===== src/rtl/fpu_pkg.sv =====
// Shared types and constants for the bfloat16 FPU command dispatcher.
// Op indices equal the bit positions of the one-hot sfpu_op bus.
package fpu_pkg;

  localparam int BF16_W = 16;
  localparam int SFPU_W = 24;
  localparam int VFPU_W = 28;
  localparam int FLAG_W = 5;
  localparam int OP_W   = 5;

  typedef enum logic [2:0] {
    ST_IDLE,
    ST_ISSUE,
    ST_WAIT,
    ST_CAPT,
    ST_RESP
  } state_t;

  localparam int OP_FADD    = 0;
  localparam int OP_FSUB    = 1;
  localparam int OP_FMUL    = 2;
  localparam int OP_FDIV    = 3;
  localparam int OP_FSQRT   = 4;
  localparam int OP_FMIN    = 5;
  localparam int OP_FMAX    = 6;
  localparam int OP_FLT     = 7;
  localparam int OP_FMADD   = 8;
  localparam int OP_FEQ     = 9;
  localparam int OP_FLE     = 10;
  localparam int OP_FMV_X   = 11;
  localparam int OP_FSGNJ   = 12;
  localparam int OP_FSGNJN  = 13;
  localparam int OP_FCVT_W  = 14;
  localparam int OP_FCVT_PW = 15;
  localparam int OP_FSGNJX  = 16;
  localparam int OP_FMSUB   = 17;
  localparam int OP_FNMADD  = 18;
  localparam int OP_FNMSUB  = 19;
  localparam int OP_FMV_P   = 20;
  localparam int OP_FCLASS  = 21;
  localparam int OP_UNSIGN  = 22;
  localparam int OP_SIGN    = 23;
  localparam int OP_LAST    = OP_FCLASS;

  // Ops whose architectural result is the 32-bit integer bus
  localparam logic [SFPU_W-1:0] TO_INT_SET = 24'h204E80;

  localparam int FLAG_NV = 4;
  localparam int FLAG_DZ = 3;
  localparam int FLAG_OF = 2;
  localparam int FLAG_UF = 1;
  localparam int FLAG_NX = 0;

  localparam logic [FLAG_W-1:0] FLAGS_ILLEGAL = 5'b10000;

  function automatic logic is_fcvt(input logic [OP_W-1:0] op);
    return (op == 5'(OP_FCVT_W)) || (op == 5'(OP_FCVT_PW));
  endfunction

endpackage


===== src/rtl/fpu_dispatch_decode.sv =====
// Combinational op decoder: op index to one-hot sfpu_op plus
// legality and integer-result classification.
module fpu_op_decode
  import fpu_pkg::*;
(
  input  logic [OP_W-1:0]   op,
  input  logic              uns,
  output logic [SFPU_W-1:0] onehot,
  output logic              legal,
  output logic              to_int
);

  always_comb begin
    onehot = '0;
    to_int = 1'b0;
    legal  = (op <= 5'(OP_LAST));
    if (legal) begin
      onehot[op] = 1'b1;
      to_int     = TO_INT_SET[op];
      if (is_fcvt(op)) begin
        if (uns) onehot[OP_UNSIGN] = 1'b1;
        else     onehot[OP_SIGN]   = 1'b1;
      end
    end
  end

endmodule


===== src/rtl/fpu_dispatch.sv =====
// Single-outstanding command dispatcher between a host and a
// fixed-latency bfloat16 FPU, with sticky flag accumulation.
module fpu_dispatch
  import fpu_pkg::*;
#(
  parameter int LAT = 2
) (
  input  logic              clk,
  input  logic              rst_l,
  input  logic              req_valid,
  output logic              req_ready,
  input  logic [OP_W-1:0]   req_op,
  input  logic              req_unsigned,
  input  logic [2:0]        req_rm,
  input  logic [BF16_W-1:0] req_a,
  input  logic [BF16_W-1:0] req_b,
  input  logic [BF16_W-1:0] req_c,
  input  logic [31:0]       req_int,
  output logic [BF16_W-1:0] fpu_a,
  output logic [BF16_W-1:0] fpu_b,
  output logic [BF16_W-1:0] fpu_c,
  output logic [31:0]       fpu_int,
  output logic [2:0]        fpu_frm,
  output logic [SFPU_W-1:0] fpu_sfpu_op,
  output logic [VFPU_W-1:0] fpu_vfpu_op,
  output logic [2:0]        fpu_sel,
  input  logic [BF16_W-1:0] fpu_result,
  input  logic [31:0]       fpu_result_rd,
  input  logic [FLAG_W-1:0] fpu_flags,
  input  logic              fpu_exc,
  output logic              rsp_valid,
  input  logic              rsp_ready,
  output logic [31:0]       rsp_data,
  output logic [FLAG_W-1:0] rsp_flags,
  output logic [FLAG_W-1:0] fflags,
  input  logic              fflags_clr,
  output logic              busy
);

  localparam logic [7:0] WAIT_INIT = 8'(LAT > 1 ? LAT - 2 : 0);

  state_t            state;
  logic [7:0]        cnt;
  logic              to_int_q;
  logic [SFPU_W-1:0] dec_oh;
  logic              dec_legal;
  logic              dec_to_int;
  logic [FLAG_W-1:0] fflags_base;

  fpu_op_decode u_dec (
    .op     (req_op),
    .uns    (req_unsigned),
    .onehot (dec_oh),
    .legal  (dec_legal),
    .to_int (dec_to_int)
  );

  assign req_ready   = (state == ST_IDLE);
  assign busy        = (state != ST_IDLE);
  assign fpu_vfpu_op = '0;
  assign fpu_sel     = '0;
  assign fflags_base = fflags_clr ? '0 : fflags;

  always_ff @(posedge clk) begin
    if (rst_l) begin
      state       <= ST_IDLE;
      cnt         <= '0;
      to_int_q    <= 1'b0;
      fpu_a       <= '0;
      fpu_b       <= '0;
      fpu_c       <= '0;
      fpu_int     <= '0;
      fpu_frm     <= '0;
      fpu_sfpu_op <= '0;
      rsp_valid   <= 1'b0;
      rsp_data    <= '0;
      rsp_flags   <= '0;
      fflags      <= '0;
    end else begin
      fpu_sfpu_op <= '0;
      fflags      <= fflags_base;
      unique case (state)
        ST_IDLE: begin
          if (req_valid) begin
            fpu_a    <= req_a;
            fpu_b    <= req_b;
            fpu_c    <= req_c;
            fpu_int  <= req_int;
            fpu_frm  <= req_rm;
            to_int_q <= dec_to_int;
            if (dec_legal) begin
              fpu_sfpu_op <= dec_oh;
              state       <= ST_ISSUE;
            end else begin
              rsp_data  <= '0;
              rsp_flags <= FLAGS_ILLEGAL;
              rsp_valid <= 1'b1;
              fflags    <= fflags_base | FLAGS_ILLEGAL;
              state     <= ST_RESP;
            end
          end
        end
        ST_ISSUE: begin
          // LAT of 1 leaves no room for a WAIT cycle
          if (LAT < 2) begin
            state <= ST_CAPT;
          end else begin
            cnt   <= WAIT_INIT;
            state <= ST_WAIT;
          end
        end
        ST_WAIT: begin
          if (cnt == '0) state <= ST_CAPT;
          else           cnt   <= cnt - 8'd1;
        end
        ST_CAPT: begin
          if (to_int_q && !fpu_exc) rsp_data <= fpu_result_rd;
          else                      rsp_data <= {16'h0000, fpu_result};
          rsp_flags <= fpu_flags;
          rsp_valid <= 1'b1;
          fflags    <= fflags_base | fpu_flags;
          state     <= ST_RESP;
        end
        ST_RESP: begin
          if (rsp_ready) begin
            rsp_valid <= 1'b0;
            state     <= ST_IDLE;
          end
        end
        default: state <= ST_IDLE;
      endcase
    end
  end

endmodule


===== config.mk =====
export PLATFORM = sky130hd
export DESIGN_NAME = fpu_dispatch
export DESIGN_NICKNAME = d
export VERILOG_FILES = /design/src/rtl/fpu_pkg.sv /design/src/rtl/fpu_dispatch_decode.sv /design/src/rtl/fpu_dispatch.sv
export SDC_FILE = /design/constraint.sdc
export NUM_CORES = 1
export LEC_CHECK = 0
export BUFFER_PORTS_ARGS = -buffer_cell sky130_fd_sc_hd__buf_2
export CORE_AREA = 2 2 127 129
export CTS_BUF_LIST = sky130_fd_sc_hd__clkbuf_4
export DETAILED_ROUTE_END_ITERATION = 12
export DIE_AREA = 0 0 129 131
export PLACE_DENSITY = 0.77
export SYNTH_ARGS = -nofsm -noshare
export SYNTH_HDL_FRONTEND = slang
export SYNTH_SLANG_ARGS = --single-unit

===== constraint.sdc =====
create_clock -name clk -period 5.2 [get_ports clk]
set_input_delay 0.26 -clock clk [delete_from_list [all_inputs] [get_ports clk]]
set_output_delay 0.26 -clock clk [all_outputs]
set_load 0.05 [all_outputs]

* Yosys cells after proc, flatten, opt, wreduce, memory -nomap -nowiden
Memories as Yosys holds them, arrays and structs flattened.
Index checks and enable logic that the tools add are counted.
** Cells by class
- $add $sub $neg :: 1
- Magnitude comparators :: 3
- Eq/ne operators :: 11
- Multiplexer cells :: 29
- Bitwise logic cells :: 4
- Reductions and logical operators :: 16
** Operators by type and width (number)
- 2-to-1 mux 32 bit :: 3
- case mux 32 bit (2 select lines) :: 1
- 2-to-1 mux 5 bit :: 5
- case mux 5 bit (2 select lines) :: 2
- case mux 8 bit (2 select lines) :: 1
- case mux 3 bit (5 select lines) :: 1
- 2-to-1 mux 3 bit :: 4
- equality test 5 x 4 -> 1 bit, second input constant :: 2
- inequality test 2 bit, second input constant :: 5
- logical NOT 8 bit :: 1
- 2-to-1 mux 1 bit :: 8
- 2-to-1 mux 8 bit :: 1
- subtractor 8 x 1 -> 8 bit, second input constant :: 1
- equality test 3 x 2 -> 1 bit, second input constant :: 2
- less-than comparator 5 x 6 -> 1 bit, second input constant :: 1
- AND reduction 3 bit :: 2
- nonzero test 3 bit :: 2
- demux 1 bit (select 5 bit) :: 1
- greater-or-equal comparator 5 x 1 -> 1 bit, second input constant :: 1
- <= comparator 5 bit, second input constant :: 1
- OR 5 bit :: 1
- AND reduction 2 bit :: 2
- AND reduction 4 bit :: 1
- nonzero test 2 bit :: 2
- other kinds (10) :: 13
** Word-level totals
- Register bits :: 162
- Memory bits (read-only) :: 32
- Output and inout port bits :: 183
- Memories :: 1
** Memories
- (no name shown) :: words 32, width 1, read ports 1, clocked after memory_dff 0, write ports 0, line fpu_dispatch_decode.sv:19 : to_int = TO_INT_SET[op];

* Longest topological paths before layout
Gate-level depths: netlist of the first run.
- Depth in word-level cells :: 6
- Gate-level depth with buffers :: 9
- Mapped depth without buffers :: 6

* Cells and area by module
A second synthesis of the first run with hierarchy kept.
** Second synthesis, totals
- Cells, all modules :: 709
- Area total of the unflattened synthesis :: 6286.0 um^2
** Modules (own cells, without submodules)
- fpu_dispatch :: times used 1, cells an instance 662, area an instance 6053.3 um^2
- fpu_op_decode :: times used 1, cells an instance 47, area an instance 232.7 um^2

* Least setup slack after synthesis of the first run
No wires, ideal clock.
- Kind :: reg-to-reg
- Start point :: reg state[2]
- End point :: reg fpu_a[10]
- Setup time :: 0.070 ns
- Arrival time :: 2.199 ns
- Setup slack :: 2.931 ns
- Cell stages (with the launch flop) :: 10
- Path buffers :: 4
- Cell sequence :: dfxtp_1 -> buf_6 -> or3_1 -> inv_1 -> and2_1 -> buf_2 -> buf_2 -> buf_4 -> nand2_1 -> a21oi_1
** Between the ends
- Word-level cells in the longest chain between the ends :: 2
** RTL lines
- from (decl) :: line fpu_dispatch.sv:42 : state_t state;
- from (signal assigned) :: line fpu_dispatch.sv:66 : state <= ST_IDLE;
- from (signal assigned) :: line fpu_dispatch.sv:93 : state <= ST_ISSUE;
- from (signal assigned) :: line fpu_dispatch.sv:99 : state <= ST_RESP;
- logical NOT 3 bit
- net req_ready :: line fpu_dispatch.sv:11 : output logic req_ready,
- AND reduction 2 bit (no line)
- to (signal assigned) :: line fpu_dispatch.sv:85 : fpu_a <= req_a;
- to (decl) :: line fpu_dispatch.sv:19 : output logic [BF16_W-1:0] fpu_a,
The timed path passes the listed nets, and every way through them passes these cells.
A chain may end at the register's enable or synchronous reset.

* Worst setup path in the final report of the first run
- Start point :: reg state[2]
- End point :: reg fpu_int[28]
** Between the ends
- Word-level cells in the longest chain between the ends :: 2
** RTL lines
- logical NOT 3 bit :: line fpu_dispatch.sv:82 : unique case (state)
- AND reduction 2 bit (no line)
- to (signal assigned) :: line fpu_dispatch.sv:88 : fpu_int <= req_int;
- to (decl) :: line fpu_dispatch.sv:22 : output logic [31:0] fpu_int,
Every way passes these cells.

==> summary.txt, run 1 <==
Worst setup path
  • Startpoint types: register
  • WS Path Type: register to register
  • Worst reg2reg path depth: 6
  • R2R Path End: fpu_int[28]
  • CP Max Fanout: 51
  • WP data required: 5.66 ns
  • CP cell instances: or3_1 > inv_1 > and2_2 > buf_4 > nand2_1 > a21oi_1
  • Reg-to-reg setup timing slack: 2.62 ns
  • Slowest-stage cell, CP: and2_2
  • Reg2reg start: state[2]
  • Worst setup EP type: register
  • Worst path max stage delay: approximately 0.58 ns
  • Crit path DAT: 3.04 ns

Pwr
  • Worst ir drop on vdd: 0.225 mV
  • Reg power frac: between 40% and 50%
  • Comb pwr share: 27.5%
  • Leak Pwr: 0.00435 uW
  • Internal power: ~1800 uW
  • Pwr/cell area: 320 nW/um^2
  • Net Sw Power: 1070 uW
  • Clock network power share: between 20 and 30%
  • Net Sw Frac: a little under two fifths
  • Overall Power: 2920 uW

CTS
  • Clk_lat worst skew: ~0.54 ns
  • Clock Path Buffers: 2
  • Hold_buf cts: 136
  • Clock sink count: 162
  • CTS tree: built
  • CTS clock-pin slew for the worst setup and hold paths: 0.14 ns
  • CTS resizes: 0
  • Setup Buffers After CTS: 0
  • Root Driver: clkbuf_4
  • Total CTS buffers: 17
  • CTS H-tree lvls: 4

Drt
  • Drt drc: 0
  • Drt wl/cell: 14.8 um
  • 1st-pass router iterations: 4
  • Vias: 6,232
  • Vias per inst: roughly 4.7
  • Final ANT Viol Nets: 0
  • WL final: approximately 20,000 um
  • Initial DRC count: 341

Final layout
  • Layout Nets: around 1.2k
  • Area of the multi-input gates: 2410 sq um
  • Final Instance Area: 9110 sq um
  • Fill count: about 1.3k
  • Most common cell after layout, fill and taps aside: buf_2
  • Layout cell share with drive strength beyond 1: 30.8%
  • Syn-to-layout area delta: 50.7%
  • Non-filler cells, final: 1,321
  • Register Area: around 3200 sq um
  • Most frequent cells in the layout: buf_2, nand2_1, dfxtp_1, dlygate4sd3_1, a21oi_1
  • Post-layout util: 58.4%

Global route
  • Largest net degree at the start of global routing: a little under 90
  • First-pass GRT wire length: 28,700 um
  • Vias in the first global route: 5,818
  • Gr usage total: approximately 22%
  • Initial antenna violation count: 1
  • Total gr overflow: 0

Logic synthesis
  • Synth top area cells: dfxtp_1, nand2_1, a21oi_1
  • Ys flop type: dfxtp_1
  • Post-synth EDFFs: 0
  • Area of the mapped netlist: 6050 sq um
  • Mean Syn Cell Area: 8.81 sq um
  • Cell count after synthesis: between 600 and 700
  • Post-synthesis register bit count: 162
  • Synth warn: 0
  • Count of cell types in the netlist: 50
  • Post-synth top area cell: dfxtp_1
  • Sequential area share after synthesis: 53.6%
  • Async SR Flop Fraction: 0%
  • Yosys top cell area share: 53.6%

STA
  • Worst rel slew slack: 25.8%
  • Final TNS setup: 0 ns
  • Final min period: about 2.6 ns
  • Fin. Hold Viols: 0
  • Maximum achievable frequency: 0.387 GHz
  • Worst-Margin Slew: 1.11 ns
  • RSZ-0062 raised after global routing: no
  • Max-slew violations: 0
  • Setup violations, final: 0
  • Worst Skew: 0.0183 ns
  • Ratio of final minimum period to clock period: 49.7%

Worst hold path
  • Hold Path Depth: 3
  • Worst min-delay path startpoint: fpu_result[8]
  • Hold Path End: rsp_data[8]
  • Worst hold-check path type: primary input to register

Placed design
  • IO Port Bufs: 299
  • Area after DPL: 7470 sq um
  • Gpl congestion: roughly 0.80
  • Placed wire-length estimate: 11,800 um
  • Placed insts: about 1.2k

Status
  • Status: complete, no violations

Run
  • Total of max-cap violations: 0

Floorplan
  • Core Region: 15,600 sq um
  • Core Rows: 46
  • Die W: 129 um
  • Initial Util: 38.8%
  • Die Area: 16,900 sq um
  • Ports: 331
  • Die Span Y: 131 um
==> state kept, by name, summed over array words and instances (netlist names), 3 cells and up <==
name and cells:
cnt 8, fflags 5, fpu_a 16, fpu_b 16
fpu_c 16, fpu_frm 3, fpu_int 32, fpu_sfpu_op 24
rsp_data 32, rsp_flags 5, state 3
==> synthesized netlist by cell type, types with 3 or more instances <==
cell type and n:
a21oi_1 94, a22o_1 16, and2_1 5, buf_2 12, buf_4 37, buf_6 3
clkbuf_1 28, dfxtp_1 162, inv_1 8, mux2i_1 18, nand2_1 182, nand2b_1 3
nand3_1 4, nand3b_1 5, nor2_1 34, nor3_1 5, nor3b_1 3, o21ai_0 7
o2bb2ai_1 16, o31ai_1 3, or3_1 4, or3b_2 3
==> cell families (layout without fill, tap and decap cells) <==
| family | count (synthesis) | after routing | synth area share [%] |
|---|---|---|---|
| AOI/OAI and AO/OA | 148 | 148 | 15.0 |
| xor gates and xnor gates | 3 | 3 | 0.435 |
| adders and majority gates | 2 | 2 | 0.414 |
| buffers and inverters | 88 | 476 | 8.38 |
| DFF | 162 | 162 | 53.6 |
| muxes | 18 | 18 | 2.98 |
| other | 1 | 32 | 0.0620 |
| and+or+nand+nor | 264 | 264 | 19.0 |
==> stage by stage <==
step / hold WS [ns] / setup slack [ns]
floorplan: 0.332 / 2.93
global placement: 0.429 / 2.69
detailed placement: 0.441 / 2.70
CTS: 0.000741 / 2.69
global route: 0.00843 / 2.41
finish: 0.0702 / 2.62
==> power groups by stage <==
stage | sequential [uW] | clock, uW | combinational [uW]
6_report | 1360 | 755 | 802
5_1_grt | 1370 | 830 | 853
4_1_cts | 1360 | 778 | 792
3_5_place_dp | 1380 | 0 | 706
3_3_place_gp | 1380 | 0 | 701
2_1_floorplan | 1630 | 0 | 316
==> area by class of cell <==
type	instances	share of cell area, %
Clock inverter	14	1.68
Clock buffer	17	1.40
Inverter	8	0.330
Tap cell	216	2.97
Timing Repair Buffer	437	31.6
Antenna cell	1	0.0275
Sequential cell	162	35.6
Multi-Input combinational cell	466	26.4
==> layer usage <==
metal,global-route usage [%],share of wire [%],vias to the layer above
li1,-,-,3049
met1,24.0,40,2855
met2,37.8,50,281
met3,7.49,7.8,47
met4,9.40,2.9,0
met5,0,0,-
==> worst max-delay path, delay by kind of cell, from the launching register on <==
kind / cells / cell delay, ns
buffers and inverters: 2 / 0.63
AOI/OAI and AO/OA: 1 / 0.18
and+or+nand+nor: 3 / 1.17
DFF: 1 / 0.49
==> how the worst max path moves through the flow <==
stage                     slack, ns           end      from
after floorplan                2.93     fpu_a[10]  state[2]
after global placement         2.69  rsp_data[21]  state[2]
after detailed placement       2.70      fpu_b[6]  state[2]
after CTS                      2.69     fpu_c[13]  state[2]
after global routing           2.41     fpu_a[15]  state[2]
final                          2.62   fpu_int[28]  state[2]
Power figures use the tool's default switching activity.
==> inputs of run 2 (changes only) <==
CORE_AREA = 2 2 129 131   (was 2 2 127 129)
DIE_AREA = 0 0 131 133   (was 0 0 129 131)
PLACE_DENSITY = 0.75   (was 0.77)
clock period = 2.45 ns   (was 5.2 ns; I/O delays follow)
==> run 2 against run 1 <==
Compared with the run above: via count rose by 2.3%; combinational power rose by 120%; cell count up 1.9%; global-route usage is 0.38 points higher; critical path type unchanged; largest power group unchanged; flip-flop and latch count unchanged; highest routed layer unchanged; setup slack got worse by 2.4 ns; clock-buffer cell count up 1; first-iteration DRC count shrank 20%; register-to-register slack got worse by 2.4 ns; clock power is 100% higher; core utilization is 0.86 points lower; critical path depth down 1.
==> summary.txt, run 2 (synthesis results as in run 1) <==
STA
  • Final min period: 2.26 ns
  • Maximum achievable frequency: ~0.44 GHz
  • Worst Skew: 0.0151 ns
  • Ratio of final minimum period to clock period: 92.2%
  • Final TNS setup: 0 ns
  • Worst rel slew slack: 50.6%
  • Setup violations, final: 0
  • Worst-Margin Slew: roughly 0.74 ns
  • Setup ws final: 0.192 ns
  • Fin. Hold Viols: 0
  • Max-slew violations: 0
  • RSZ-0062 raised after global routing: no

Floorplan
  • Die Span Y: 133 um
  • Die Area: approximately 17,000 sq um
  • Initial Util: 37.4%
  • Die W: 131 um
  • Ports: 331
  • Core Rows: 47
  • Core Region: 16,200 sq um

Global route
  • First-pass GRT wire length: 30,100 um
  • Total gr overflow: 0
  • Vias in the first global route: 6,182
  • Largest net degree at the start of global routing: 84
  • Initial antenna violation count: 1
  • Gr usage total: 22.0%

Final layout
  • Most frequent cells in the layout: buf_2, nand2_1, dfxtp_1, dlygate4sd3_1, a21oi_1
  • Fill count: between 1k and 1.5k
  • Top Registers: fpu_int x32, rsp_data x32, fpu_sfpu_op x24
  • Most common cell after layout, fill and taps aside: buf_2
  • Layout Nets: 1,263
  • Layout cell share with drive strength beyond 1: 30.9%
  • Non-filler cells, final: between 1k and 1.5k
  • Syn-to-layout area delta: 54.0%

Worst hold path
  • Worst hold-check path type: primary input to register
  • Worst min-delay path startpoint: fpu_exc

Placed design
  • Post-Place Worst Slack: 0.575 ns
  • IO Port Bufs: 299
  • Placed insts: 1,163
  • Gpl congestion: 0.755
  • Placed wire-length estimate: approximately 12,000 um

Worst setup path
  • Startpoint types: register
  • Crit path DAT: approximately 2.8 ns
  • Worst setup EP type: register
  • Critical Path Start: state[2]
  • CP Max Fanout: 18
  • WP data required: 2.95 ns
  • Reg2reg start: state[2]
  • Reg-to-reg setup timing slack: 0.19 ns
  • WS Path Type: register to register

Pwr
  • Leak Pwr: 0.00444 uW
  • Pwr/cell area: 662 nW/um^2
  • Worst ir drop on vdd: 0.377 mV

Status
  • Status: complete, no violations

Drt
  • Vias: approximately 6.4k
  • 1st-pass router iterations: 5
  • Vias per inst: 4.74
  • WL final: 20,200 um
  • Drt drc: 0
  • Final ANT Viol Nets: 0
  • Initial DRC count: between 200 and 300
  • Drt wl/cell: 15.0 um

CTS
  • Clock sink count: 162
  • CTS resizes: 0
  • CTS H-tree lvls: 4
  • Clock Path Buffers: 2
  • CTS tree: built
  • Root Driver: clkbuf_4
  • Clk_lat worst skew: about 0.56 ns
  • Total CTS buffers: 17
  • CTS clock-pin slew for the worst setup and hold paths: 0.15 ns

Run
  • Total of max-cap violations: 0
-- run 2: metrics by stage --
step / cell area, sq um / util [%] / hold slack (ns) / total power, uW
global route: 9310 / 57.6 / 0.205 / 6450
detailed placement: 7530 / 46.6 / 0.299 / 4460
CTS: 9310 / 57.5 / 0.202 / 6190
finish: 9310 / 57.6 / 0.249 / 6160
global placement: 7530 / 46.6 / 0.292 / 4440
floorplan: 6160 / - / 0.195 / 4120
-- run 2: final timing paths --
| path | to | cells past startpoint |
|---|---|---|
| worst min register to register | fpu_c[6] | 2 |
| worst min-delay path | rsp_data[20] | 4 |
| worst max-delay path | fpu_sfpu_op[23] | 5 |
| worst max register to register | fpu_sfpu_op[23] | 5 |
-- run 2: routing by layer --
layer,up-vias,wire [um],track usage (%)
li1,3101,-,-
met5,-,0,0
met4,0,758,11.5
met3,68,1650,7.16
met1,2874,7720,23.4
met2,331,10100,38.3
-- run 2: worst max-delay path: stages (launching register included) --
cell and delay [ns]:
dfxtp_1 0.49, or4b_4 0.67, nor2_1 0.23, nand4_1 0.17
nor2_1 0.10, dlygate4sd3_1 0.54
-- run 2: final cells by class --
type                       count  area, sq um  share of cell area, %
multi-input combinational    466         2410                   25.9
clock buffer                  18          135                   1.45
tap                          220          275                   2.96
sequential                   162         3240                   34.8
antenna                        1         2.50                 0.0269
clock inverter                13          129                   1.38
timing repair buffer         458         3080                   33.1
inverter                       8         30.0                  0.323
-- run 2: what timing repair did --
item | in CTS | in global routing
setup buffers | 0 | 0
hold endpoints to repair | 156 | 0
endpoints found under the setup margin | 0 | 0
hold buffers | 151 | 0
-- run 2: report_power, final --
part           switching [uW]  leakage (uW)  internal [uW]
logic                    1210       0.00298            540
clock network            1000      0.000139            530
registers                93.5       0.00132           2790
total                    2300       0.00444           3860
